==> src/rtl/spi_master_if.sv <==
`default_nettype none
// ============================================================================
// Module   : spi_master_if
// Purpose  : Host command bus plus SPI pins for spi_master.
// Revision : 1.0
// ============================================================================
interface spi_master_if;
    logic       start;
    logic [1:0] cmd;
    logic [7:0] wdata;
    logic       busy;
    logic       done;
    logic [7:0] rdata;
    logic       rdata_valid;
    logic       MOSI;
    logic       MISO;
    logic       SS_n;

    modport master (
        input  start, cmd, wdata, MISO,
        output busy, done, rdata, rdata_valid, MOSI, SS_n
    );

    modport slave (
        output start, cmd, wdata, MISO,
        input  busy, done, rdata, rdata_valid, MOSI, SS_n
    );
endinterface
`default_nettype wire

==> src/rtl/spi_master.sv <==
`default_nettype none
// ============================================================================
// Module   : spi_master
// Purpose  : Serialises a {cmd,wdata} frame over SPI; captures 8-bit replies.
// Revision : 1.0
// ============================================================================
module spi_master #(
    parameter int LEAD_CYCLES = 1,
    parameter int TURN_CYCLES = 2,
    parameter int GAP_CYCLES  = 1
) (
    input  logic          clk,
    input  logic          rst_n,
    spi_master_if.master  bus
);

    localparam int c_max_lt  = (LEAD_CYCLES > TURN_CYCLES) ? LEAD_CYCLES : TURN_CYCLES;
    localparam int c_max_dly = (c_max_lt > GAP_CYCLES) ? c_max_lt : GAP_CYCLES;
    localparam int c_dly_w   = $clog2(c_max_dly) + 1;

    localparam logic [c_dly_w-1:0] c_lead_last = c_dly_w'(LEAD_CYCLES - 1);
    localparam logic [c_dly_w-1:0] c_turn_last = c_dly_w'(TURN_CYCLES - 1);
    localparam logic [c_dly_w-1:0] c_gap_last  = c_dly_w'(GAP_CYCLES - 1);
    localparam logic [3:0]         c_shift_last   = 4'd9;
    localparam logic [3:0]         c_capture_last = 4'd7;

    typedef enum logic [2:0] {
        S_IDLE    = 3'd0,
        S_LEAD    = 3'd1,
        S_SHIFT   = 3'd2,
        S_TURN    = 3'd3,
        S_CAPTURE = 3'd4,
        S_GAP     = 3'd5
    } state_t;

    state_t               r_state;
    logic [9:0]           r_frame;
    logic                 r_is_read;
    logic [3:0]           r_bit_cnt;
    logic [c_dly_w-1:0]   r_dly_cnt;
    logic [7:0]           r_shift;
    logic [7:0]           r_rdata;
    logic                 r_mosi;
    logic                 r_ss_n;
    logic                 r_busy;
    logic                 r_done;
    logic                 r_rdata_valid;

    logic                 w_gap_end;
    logic                 w_accept;

    // The final gap cycle counts as ready so a held start gives exactly
    // GAP_CYCLES of SS_n high between frames.
    assign w_gap_end = (r_state == S_GAP) && (r_dly_cnt == c_gap_last);
    assign w_accept  = bus.start && ((r_state == S_IDLE) || w_gap_end);

    always_ff @(posedge clk or negedge rst_n) begin
        if (!rst_n) begin
            r_state       <= S_IDLE;
            r_frame       <= '0;
            r_is_read     <= 1'b0;
            r_bit_cnt     <= '0;
            r_dly_cnt     <= '0;
            r_shift       <= '0;
            r_rdata       <= '0;
            r_mosi        <= 1'b0;
            r_ss_n        <= 1'b1;
            r_busy        <= 1'b0;
            r_done        <= 1'b0;
            r_rdata_valid <= 1'b0;
        end else begin
            r_done        <= 1'b0;
            r_rdata_valid <= 1'b0;

            if (w_accept) begin
                r_frame   <= {bus.cmd, bus.wdata};
                r_is_read <= (bus.cmd == 2'b11);
                r_state   <= S_LEAD;
                r_ss_n    <= 1'b0;
                r_mosi    <= 1'b0;
                r_busy    <= 1'b1;
                r_dly_cnt <= '0;
                r_bit_cnt <= '0;
            end else begin
                case (r_state)
                    S_IDLE: begin
                        r_busy <= 1'b0;
                    end

                    S_LEAD: begin
                        if (r_dly_cnt == c_lead_last) begin
                            r_state   <= S_SHIFT;
                            r_bit_cnt <= '0;
                            r_mosi    <= r_frame[9];
                            r_frame   <= {r_frame[8:0], 1'b0};
                        end else begin
                            r_dly_cnt <= r_dly_cnt + 1'b1;
                        end
                    end

                    // r_frame is pre-shifted, so bit 9 is always the next bit out.
                    S_SHIFT: begin
                        if (r_bit_cnt == c_shift_last) begin
                            r_mosi    <= 1'b0;
                            r_dly_cnt <= '0;
                            if (r_is_read) begin
                                r_state <= S_TURN;
                            end else begin
                                r_state <= S_GAP;
                                r_ss_n  <= 1'b1;
                                r_done  <= 1'b1;
                            end
                        end else begin
                            r_bit_cnt <= r_bit_cnt + 1'b1;
                            r_mosi    <= r_frame[9];
                            r_frame   <= {r_frame[8:0], 1'b0};
                        end
                    end

                    S_TURN: begin
                        if (r_dly_cnt == c_turn_last) begin
                            r_state   <= S_CAPTURE;
                            r_bit_cnt <= '0;
                        end else begin
                            r_dly_cnt <= r_dly_cnt + 1'b1;
                        end
                    end

                    S_CAPTURE: begin
                        r_shift <= {r_shift[6:0], bus.MISO};
                        if (r_bit_cnt == c_capture_last) begin
                            r_rdata       <= {r_shift[6:0], bus.MISO};
                            r_rdata_valid <= 1'b1;
                            r_done        <= 1'b1;
                            r_ss_n        <= 1'b1;
                            r_dly_cnt     <= '0;
                            r_state       <= S_GAP;
                        end else begin
                            r_bit_cnt <= r_bit_cnt + 1'b1;
                        end
                    end

                    S_GAP: begin
                        if (w_gap_end) begin
                            r_state <= S_IDLE;
                            r_busy  <= 1'b0;
                        end else begin
                            r_dly_cnt <= r_dly_cnt + 1'b1;
                        end
                    end

                    default: begin
                        r_state <= S_IDLE;
                        r_ss_n  <= 1'b1;
                        r_mosi  <= 1'b0;
                        r_busy  <= 1'b0;
                    end
                endcase
            end
        end
    end

    assign bus.MOSI        = r_mosi;
    assign bus.SS_n        = r_ss_n;
    assign bus.busy        = r_busy;
    assign bus.done        = r_done;
    assign bus.rdata       = r_rdata;
    assign bus.rdata_valid = r_rdata_valid;

endmodule
`default_nettype wire

==> src/flat_wrapper.sv <==
// flat-port wrapper written by rule: the top's interface ports become plain ports
module spi_master_flat 
#(
    parameter int LEAD_CYCLES = 1,
    parameter int TURN_CYCLES = 2,
    parameter int GAP_CYCLES  = 1
)
  (clk, rst_n, bus_start, bus_cmd, bus_wdata, bus_MISO, bus_busy, bus_done, bus_rdata, bus_rdata_valid, bus_MOSI, bus_SS_n);
  spi_master_if bus_i ();
  input  logic clk;
  input  logic rst_n;
  input wire logic [$bits(bus_i.start)-1:0] bus_start;
  input wire logic [$bits(bus_i.cmd)-1:0] bus_cmd;
  input wire logic [$bits(bus_i.wdata)-1:0] bus_wdata;
  input wire logic [$bits(bus_i.MISO)-1:0] bus_MISO;
  output wire logic [$bits(bus_i.busy)-1:0] bus_busy;
  output wire logic [$bits(bus_i.done)-1:0] bus_done;
  output wire logic [$bits(bus_i.rdata)-1:0] bus_rdata;
  output wire logic [$bits(bus_i.rdata_valid)-1:0] bus_rdata_valid;
  output wire logic [$bits(bus_i.MOSI)-1:0] bus_MOSI;
  output wire logic [$bits(bus_i.SS_n)-1:0] bus_SS_n;
  assign bus_i.start = bus_start;
  assign bus_i.cmd = bus_cmd;
  assign bus_i.wdata = bus_wdata;
  assign bus_i.MISO = bus_MISO;
  assign bus_busy = bus_i.busy;
  assign bus_done = bus_i.done;
  assign bus_rdata = bus_i.rdata;
  assign bus_rdata_valid = bus_i.rdata_valid;
  assign bus_MOSI = bus_i.MOSI;
  assign bus_SS_n = bus_i.SS_n;
  spi_master #(.LEAD_CYCLES(LEAD_CYCLES), .TURN_CYCLES(TURN_CYCLES), .GAP_CYCLES(GAP_CYCLES)) u_core (.clk(clk), .rst_n(rst_n), .bus(bus_i));
endmodule
==> config.mk <==
export PLATFORM = sky130hd
export DESIGN_NAME = spi_master_flat
export DESIGN_NICKNAME = d
export VERILOG_FILES = /design/src/rtl/spi_master_if.sv /design/src/rtl/spi_master.sv /design/src/flat_wrapper.sv
export SDC_FILE = /design/constraint.sdc
export NUM_CORES = 1
export LEC_CHECK = 0
export ABC_AREA = 1
export CAP_MARGIN = 20
export CORE_MARGIN = 5
export CORE_UTILIZATION = 54
export DETAILED_ROUTE_END_ITERATION = 10
export PLACE_DENSITY = 0.84
export SLEW_MARGIN = 25
export SYNTH_ARGS = -nofsm -noshare
export SYNTH_HDL_FRONTEND = slang
export SYNTH_SLANG_ARGS = --single-unit
==> constraint.sdc <==
create_clock -name clk -period 1.6 [get_ports clk]
set_input_delay 0.32 -clock clk [delete_from_list [all_inputs] [get_ports clk]]
set_output_delay 0.32 -clock clk [all_outputs]
set_load 0.05 [all_outputs]
# ---- After elaboration in Yosys (flattened, before gate mapping)
# Index checks and enable logic that the tools add are counted.
dict set report word_totals {
  input_bits 14
  out_inout_bits 13
  ff_bits 40
}
dict set report classes {
  bitwise_logic 1
  muxes 44
  add_sub_neg 2
  reduce_logical 20
  n_eq_ne 24
}
# op count
set ops {}
lappend ops {{2-to-1 mux 10 bit} 3}
lappend ops {{2-to-1 mux 3 bit} 7}
lappend ops {{2-to-1 mux 4 bit} 5}
lappend ops {{one-hot mux 10 bit (2 select lines)} 1}
lappend ops {{one-hot mux 3 bit (6 select lines)} 1}
lappend ops {{one-hot mux 4 bit (4 select lines)} 1}
lappend ops {{2-to-1 mux 1 bit} 15}
lappend ops {{inequality test 3 x 1 -> 1 bit (second input constant)} 5}
lappend ops {{2-to-1 mux 2 bit} 6}
lappend ops {{inequality test 3 x 2 -> 1 bit (second input constant)} 4}
lappend ops {{AND reduction 6 bit} 2}
lappend ops {{OR reduction 4 bit} 3}
lappend ops {{one-hot mux 2 bit (5 select lines)} 1}
lappend ops {{inequality test 2 x 1 -> 1 bit (second input constant)} 4}
lappend ops {{== test 3 x 2 -> 1 bit (second input constant)} 2}
lappend ops {{== test 3 bit (second input constant)} 2}
lappend ops {{inequality test 3 bit (second input constant)} 2}
lappend ops {{one-hot mux 1 bit (3 select lines)} 2}
lappend ops {{AND reduction 2 bit} 3}
lappend ops {{AND reduction 3 bit} 2}
lappend ops {{nonzero test 6 bit} 1}
lappend ops {{AND reduction 5 bit} 1}
lappend ops {{nonzero test 5 bit} 1}
lappend ops {{adder 4 x 1 -> 4 bit (second input constant)} 1}
lappend ops {{14 further kinds} 16}

# ---- Depth between registers and ports, before layout
# Gate-level depths: netlist (run 1).
dict set report depth {
  word_depth 6
  ltp_mapped 10
  depth_no_buf 10
}

# ---- Worst setup path before layout (run 1)
# OpenSTA, ideal clock, no wires.
dict set report synth_path {
  kind {flip-flop to flip-flop}
  startpoint {register u_core.r_dly_cnt[0]}
  endpoint {register u_core.r_frame[1]}
  arrival_ps 1224
  required_ps 1476
  slack_ps 252
  path_stages_with_launch 9
  setup_ps 124
  path_cell_list {dfrtp_1 inv_1 ha_1 nand4_1 nand2_1 nand2_2 buf_2 nand3_1 nand3_1}
}
dict set report synth_between {
  elab_chain_len 6
  word_cells_on_any_way 9
}
# item line_no
set synth_lines {}
lappend synth_lines {{start, declared} spi_master.sv:40} ;# logic [c_dly_w-1:0] r_dly_cnt;
lappend synth_lines {{start signal, assigned} spi_master.sv:97} ;# r_dly_cnt <= r_dly_cnt + 1'b1;
lappend synth_lines {{start signal, assigned} spi_master.sv:125} ;# r_dly_cnt <= r_dly_cnt + 1'b1;
lappend synth_lines {{start signal, assigned} spi_master.sv:148} ;# r_dly_cnt <= r_dly_cnt + 1'b1;
lappend synth_lines {{zero test 2 bit *} {spi_master.sv:54, spi_master.sv:91}}
lappend synth_lines {{logical AND 1 bit} spi_master.sv:54} ;# assign w_gap_end = (r_state == S_GAP) && (r_dly_cnt == c_gap_last);
lappend synth_lines {{logical OR 1 bit} spi_master.sv:55} ;# assign w_accept = bus.start && ((r_state == S_IDLE) || w_gap_end);
lappend synth_lines {{logical AND 1 bit} spi_master.sv:55}
lappend synth_lines {{inequality test 3 x 2 -> 1 bit (no source line), or another cell as far along} -}
lappend synth_lines {{AND reduction 3 bit (no source line)} -}
lappend synth_lines {{end signal, assigned} spi_master.sv:76} ;# r_frame <= {bus.cmd, bus.wdata};
lappend synth_lines {{end signal, assigned} spi_master.sv:95} ;# r_frame <= {r_frame[8:0], 1'b0};
lappend synth_lines {{end signal, assigned} spi_master.sv:116} ;# r_frame <= {r_frame[8:0], 1'b0};
lappend synth_lines {{end, declared} spi_master.sv:37} ;# logic [9:0] r_frame;
# Mark *: on every way between the ends. The rest lies on a longest branch, timed or not.
# A chain may end at the register's enable or synchronous reset.

# ---- Worst setup path in the final report (run 1)
dict set report layout_path {
  startpoint {register u_core.r_state[0]}
  endpoint {register u_core.r_bit_cnt[0]}
}
dict set report layout_between {
  elab_chain_len 6
  word_cells_on_any_way 17
}
# item line_no
set layout_lines {}
lappend layout_lines {{start, declared} spi_master.sv:36} ;# state_t r_state;
lappend layout_lines {{start signal, assigned} spi_master.sv:59} ;# r_state <= S_IDLE;
lappend layout_lines {{start signal, assigned} spi_master.sv:78} ;# r_state <= S_LEAD;
lappend layout_lines {{start signal, assigned} spi_master.sv:92} ;# r_state <= S_SHIFT;
lappend layout_lines {{== test 3 bit} spi_master.sv:54}
lappend layout_lines {{logical AND 1 bit} spi_master.sv:54}
lappend layout_lines {{logical OR 1 bit} spi_master.sv:55}
lappend layout_lines {{logical AND 1 bit} spi_master.sv:55}
lappend layout_lines {{inequality test 3 x 2 -> 1 bit (no source line), or another cell as far along} -}
lappend layout_lines {{AND reduction 5 bit (no source line)} -}
lappend layout_lines {{end signal, assigned} spi_master.sv:114} ;# r_bit_cnt <= r_bit_cnt + 1'b1;
lappend layout_lines {{end signal, assigned} spi_master.sv:139} ;# r_bit_cnt <= r_bit_cnt + 1'b1;
lappend layout_lines {{end, declared} spi_master.sv:39} ;# logic [3:0] r_bit_cnt;
# Several ways; a longest one is shown, not always the timed one.

==> impl_metrics.env, run 1 <==
export IMPL_synth_seq_area_share=0.499
export IMPL_synth_async_reset_ratio=1.00
export IMPL_syn_inst=251
export IMPL_cpMaxStageDelayCell="dfrtp_1"
export IMPL_clock_latency_at_the_later_pin_of_the_worst_skew_pair_ps=280
export IMPL_cp_data_required_time_ps=1820
export IMPL_synth_cell_types=21
export IMPL_timing_max_slew_rel_slack=0.671
export IMPL_outcome="completed"
export IMPL_grt_pass1_vias=1560
export IMPL_finalHoldViolations=0
export IMPL_fin_util=0.677
export IMPL_dp_hpwl_um=3030
export IMPL_critical_path_max_stage_delay_ps=480
export IMPL_grt_max_degree=41
export IMPL_drc=0
export IMPL_floorplan_core_area_sq_um=3630
export IMPL_layout_drive_gt1_share=0.215
export IMPL_cts_tree="yes"
export IMPL_post_drt_via_cell_ratio=5.09
export IMPL_placementRows=22
export IMPL_grt_antenna_before_repair=0
export IMPL_leading_cell_type_in_the_layout_fill_and_taps_excluded="nand2_1"
export IMPL_clk_root_buffer_cell="clkbuf_8"
export IMPL_layout_worst_path_cycle_share=0.950
export IMPL_power_ir_vdd_worst_uv=830
export IMPL_critPathBufInv=1
export IMPL_setup_viol_count_final=0
export IMPL_portBuffers=26
export IMPL_postSynthRegisterBits=40
export IMPL_critPathLaunchType="flop"
export IMPL_numCtsBuffers=5
export IMPL_finalNetCount=305
export IMPL_rsz_0062_raised_after_global_routing="yes"
export IMPL_class_of_the_tightest_hold_or_removal_check="input port to asynchronous set/reset pin"
export IMPL_most_frequent_cells_in_the_layout="nand2_1 (76), dfrtp_1 (37), nand3_1 (31)"
export IMPL_clock_tree_htree_level_count=2
export IMPL_routabilityCongestion=0.908
export IMPL_drv_slew=0
export IMPL_fin_total_pwr_uw=4410
export IMPL_fmax_ghz=0.658
export IMPL_max_cap_violations=0
export IMPL_design_portCount=27
export IMPL_detail_route_wirelength_um=4120
export IMPL_synth_nets=269
export IMPL_drt_initial_drc_count=188
export IMPL_cellPowerDensity_nw_per_um2=1790
export IMPL_clock_sinks=40
export IMPL_postRouteAntennaNets=0
export IMPL_post_dp_cell_area_sq_um=2320
export IMPL_worst_pin_slew_ps=493
export IMPL_clkSlewWorstSetupHoldPaths_ps=70
export IMPL_largest_delay_share_family_worst_path="simple AND/OR/NAND/NOR gates"
export IMPL_leakage_uw=0.00131
export IMPL_die_y_um=71.0
export IMPL_path_max_fanout=12
export IMPL_die_area_sq_um=5040
export IMPL_critical_path_most_common_cell="nor2_2"
export IMPL_routed_via_count=1710
export IMPL_kind_of_end_point_of_the_critical_path="flop"
export IMPL_synth_edff_count=0
export IMPL_worst_ep_arrival_time_ps=1740
export IMPL_grt_total_usage=0.170
export IMPL_ctsHoldBuffers=0
export IMPL_final_fill_count=299
export IMPL_global_route_wire_length_before_repair_um=6860
export IMPL_path_class="flop to flop"
export IMPL_syn_area_sq_um=2010
export IMPL_multi_input_comb_area_sq_um=887
export IMPL_detail_route_wl_per_cell_um=12.3
export IMPL_chipWidth_um=71.0
export IMPL_list_of_cells_traversed_by_the_critical_path="nor2_2 -> nand2_4 -> nor2_2 -> nor2_4 -> buf_4 -> or2_0 -> nand2_1"
export IMPL_syn_area_per_cell_sq_um=8.00
export IMPL_postSynth_topFlopCell="dfrtp_1"
export IMPL_max_clock_path_buffers=2
export IMPL_synth_yosys_warnings=0
export IMPL_diodes=0
export IMPL_drtPass1Iterations=4
export IMPL_gr_total_overflow=0
export IMPL_period_minus_ws_final_ps=1520
export IMPL_synthToLayoutAreaGrowth_pct=22.6
export IMPL_start_util=0.552
export IMPL_register_area_sq_um=1000
export IMPL_post_route_cell_area_sq_um=2460
export IMPL_clock_skew_ps=4.43
-- power by group --
part	switching, uW	internal [uW]	total (uW)	leakage, uW
Clock	320	351	671	0.0000455
Combinational	1350	766	2110	0.000750
Sequential	262	1360	1630	0.000517
-- synth_stat cells, types with 2 or more instances --
cell      count  area, sq um
nor2_2        7         43.8
buf_2         4         20.0
nand3_2       2         20.0
nor2_1       14         52.6
nand4_1       6         37.5
inv_1        24         90.1
o21ai_0      20          100
nand3b_1      2         15.0
nand2_4       2         22.5
or2_0         2         12.5
dfrtp_1      39          976
nand3_1      31          155
ha_1          4         50.1
nand2_2       8         50.1
nand2_1      77          289
inv_2         4         15.0
-- cell families (layout without fill, tap and decap cells) --
group	count (synthesis)	count (layout)	synth area share
AND/OR/NAND/NOR	152	152	0.353
flip-flops	40	40	0.499
buffers and inverters	34	71	0.0698
AO/OA/AOI/OAI	21	21	0.0524
adder cells (fa/ha/maj)	4	4	0.0249
-- registers in the layout, summed over array words and instances (netlist names) --
register                flops
u_core.bus.MOSI             1
u_core.bus.SS_n             1
u_core.bus.busy             1
u_core.bus.done             1
u_core.bus.rdata            8
u_core.bus.rdata_valid      1
u_core.r_bit_cnt            4
u_core.r_dly_cnt            2
u_core.r_frame             10
u_core.r_is_read            1
u_core.r_shift              7
u_core.r_state              3
-- worst paths after layout --
check | from | cells past startpoint | end | slack [ps]
min reg2reg | u_core.bus.busy | 2 | u_core.bus.busy | 470
max reg2reg | u_core.r_state[0] | 7 | u_core.r_bit_cnt[0] | 80
min | rst_n | 2 | u_core.bus.rdata[6] | 80
min in group clk | u_core.bus.busy | 2 | u_core.bus.busy | 470
max in group asynchronous | rst_n | 2 | u_core.bus.SS_n | 1150
max | u_core.r_state[0] | 7 | u_core.r_bit_cnt[0] | 80
-- worst reg2reg max path: stages (launching register included) --
cell and delay, ps:
dfrtp_1 480, nor2_2 220, nand2_4 150, nor2_2 150, nor2_4 70, buf_4 140
or2_0 180, nand2_1 70
-- routing by layer --
layer	routed length, um	vias up	share of wire	GRT usage
li1	-	871	-	-
met1	1870	798	0.45	0.217
met2	2020	36	0.49	0.283
met3	180	5	0.044	0.0455
met4	53	0	0.013	0.0501
met5	0	-	0	0
-- timing repair --
item                                    CTS  global route
pin swaps                                 0             1
buffers inserted                          0             1
cloned                                    0             1
resized for setup                         1            12
endpoints found under the setup margin    1            15
-- stage by stage --
stage | worst slack [ps] | instances | hold slack, ps | setup TNS [ps]
global route | -58.1 | 336 | 122 | -460
floorplan | 252 | 251 | 24.4 | 0
global placement | 65.8 | 326 | 401 | 0
detailed placement | 16.5 | 326 | 403 | 0
finish | 79.3 | 336 | 82.6 | 0
CTS | 24.7 | 334 | 88.3 | 0
-- area by class of cell --
type | instances | area share
flip-flops and latches | 40 | 0.408
multi-input cells | 177 | 0.361
repair buffers | 34 | 0.122
inverters | 28 | 0.0453
clock buffers | 8 | 0.0366
well taps | 48 | 0.0244
repair inverters | 1 | 0.00305
Power figures use the tool's default switching activity.
==> run 2, diff against run 1 <==
Settings changed: SLEW_MARGIN 25 to 10.
==> results of run 2 <==
The final DEF is identical to that of run 1; final timing and power are the same.
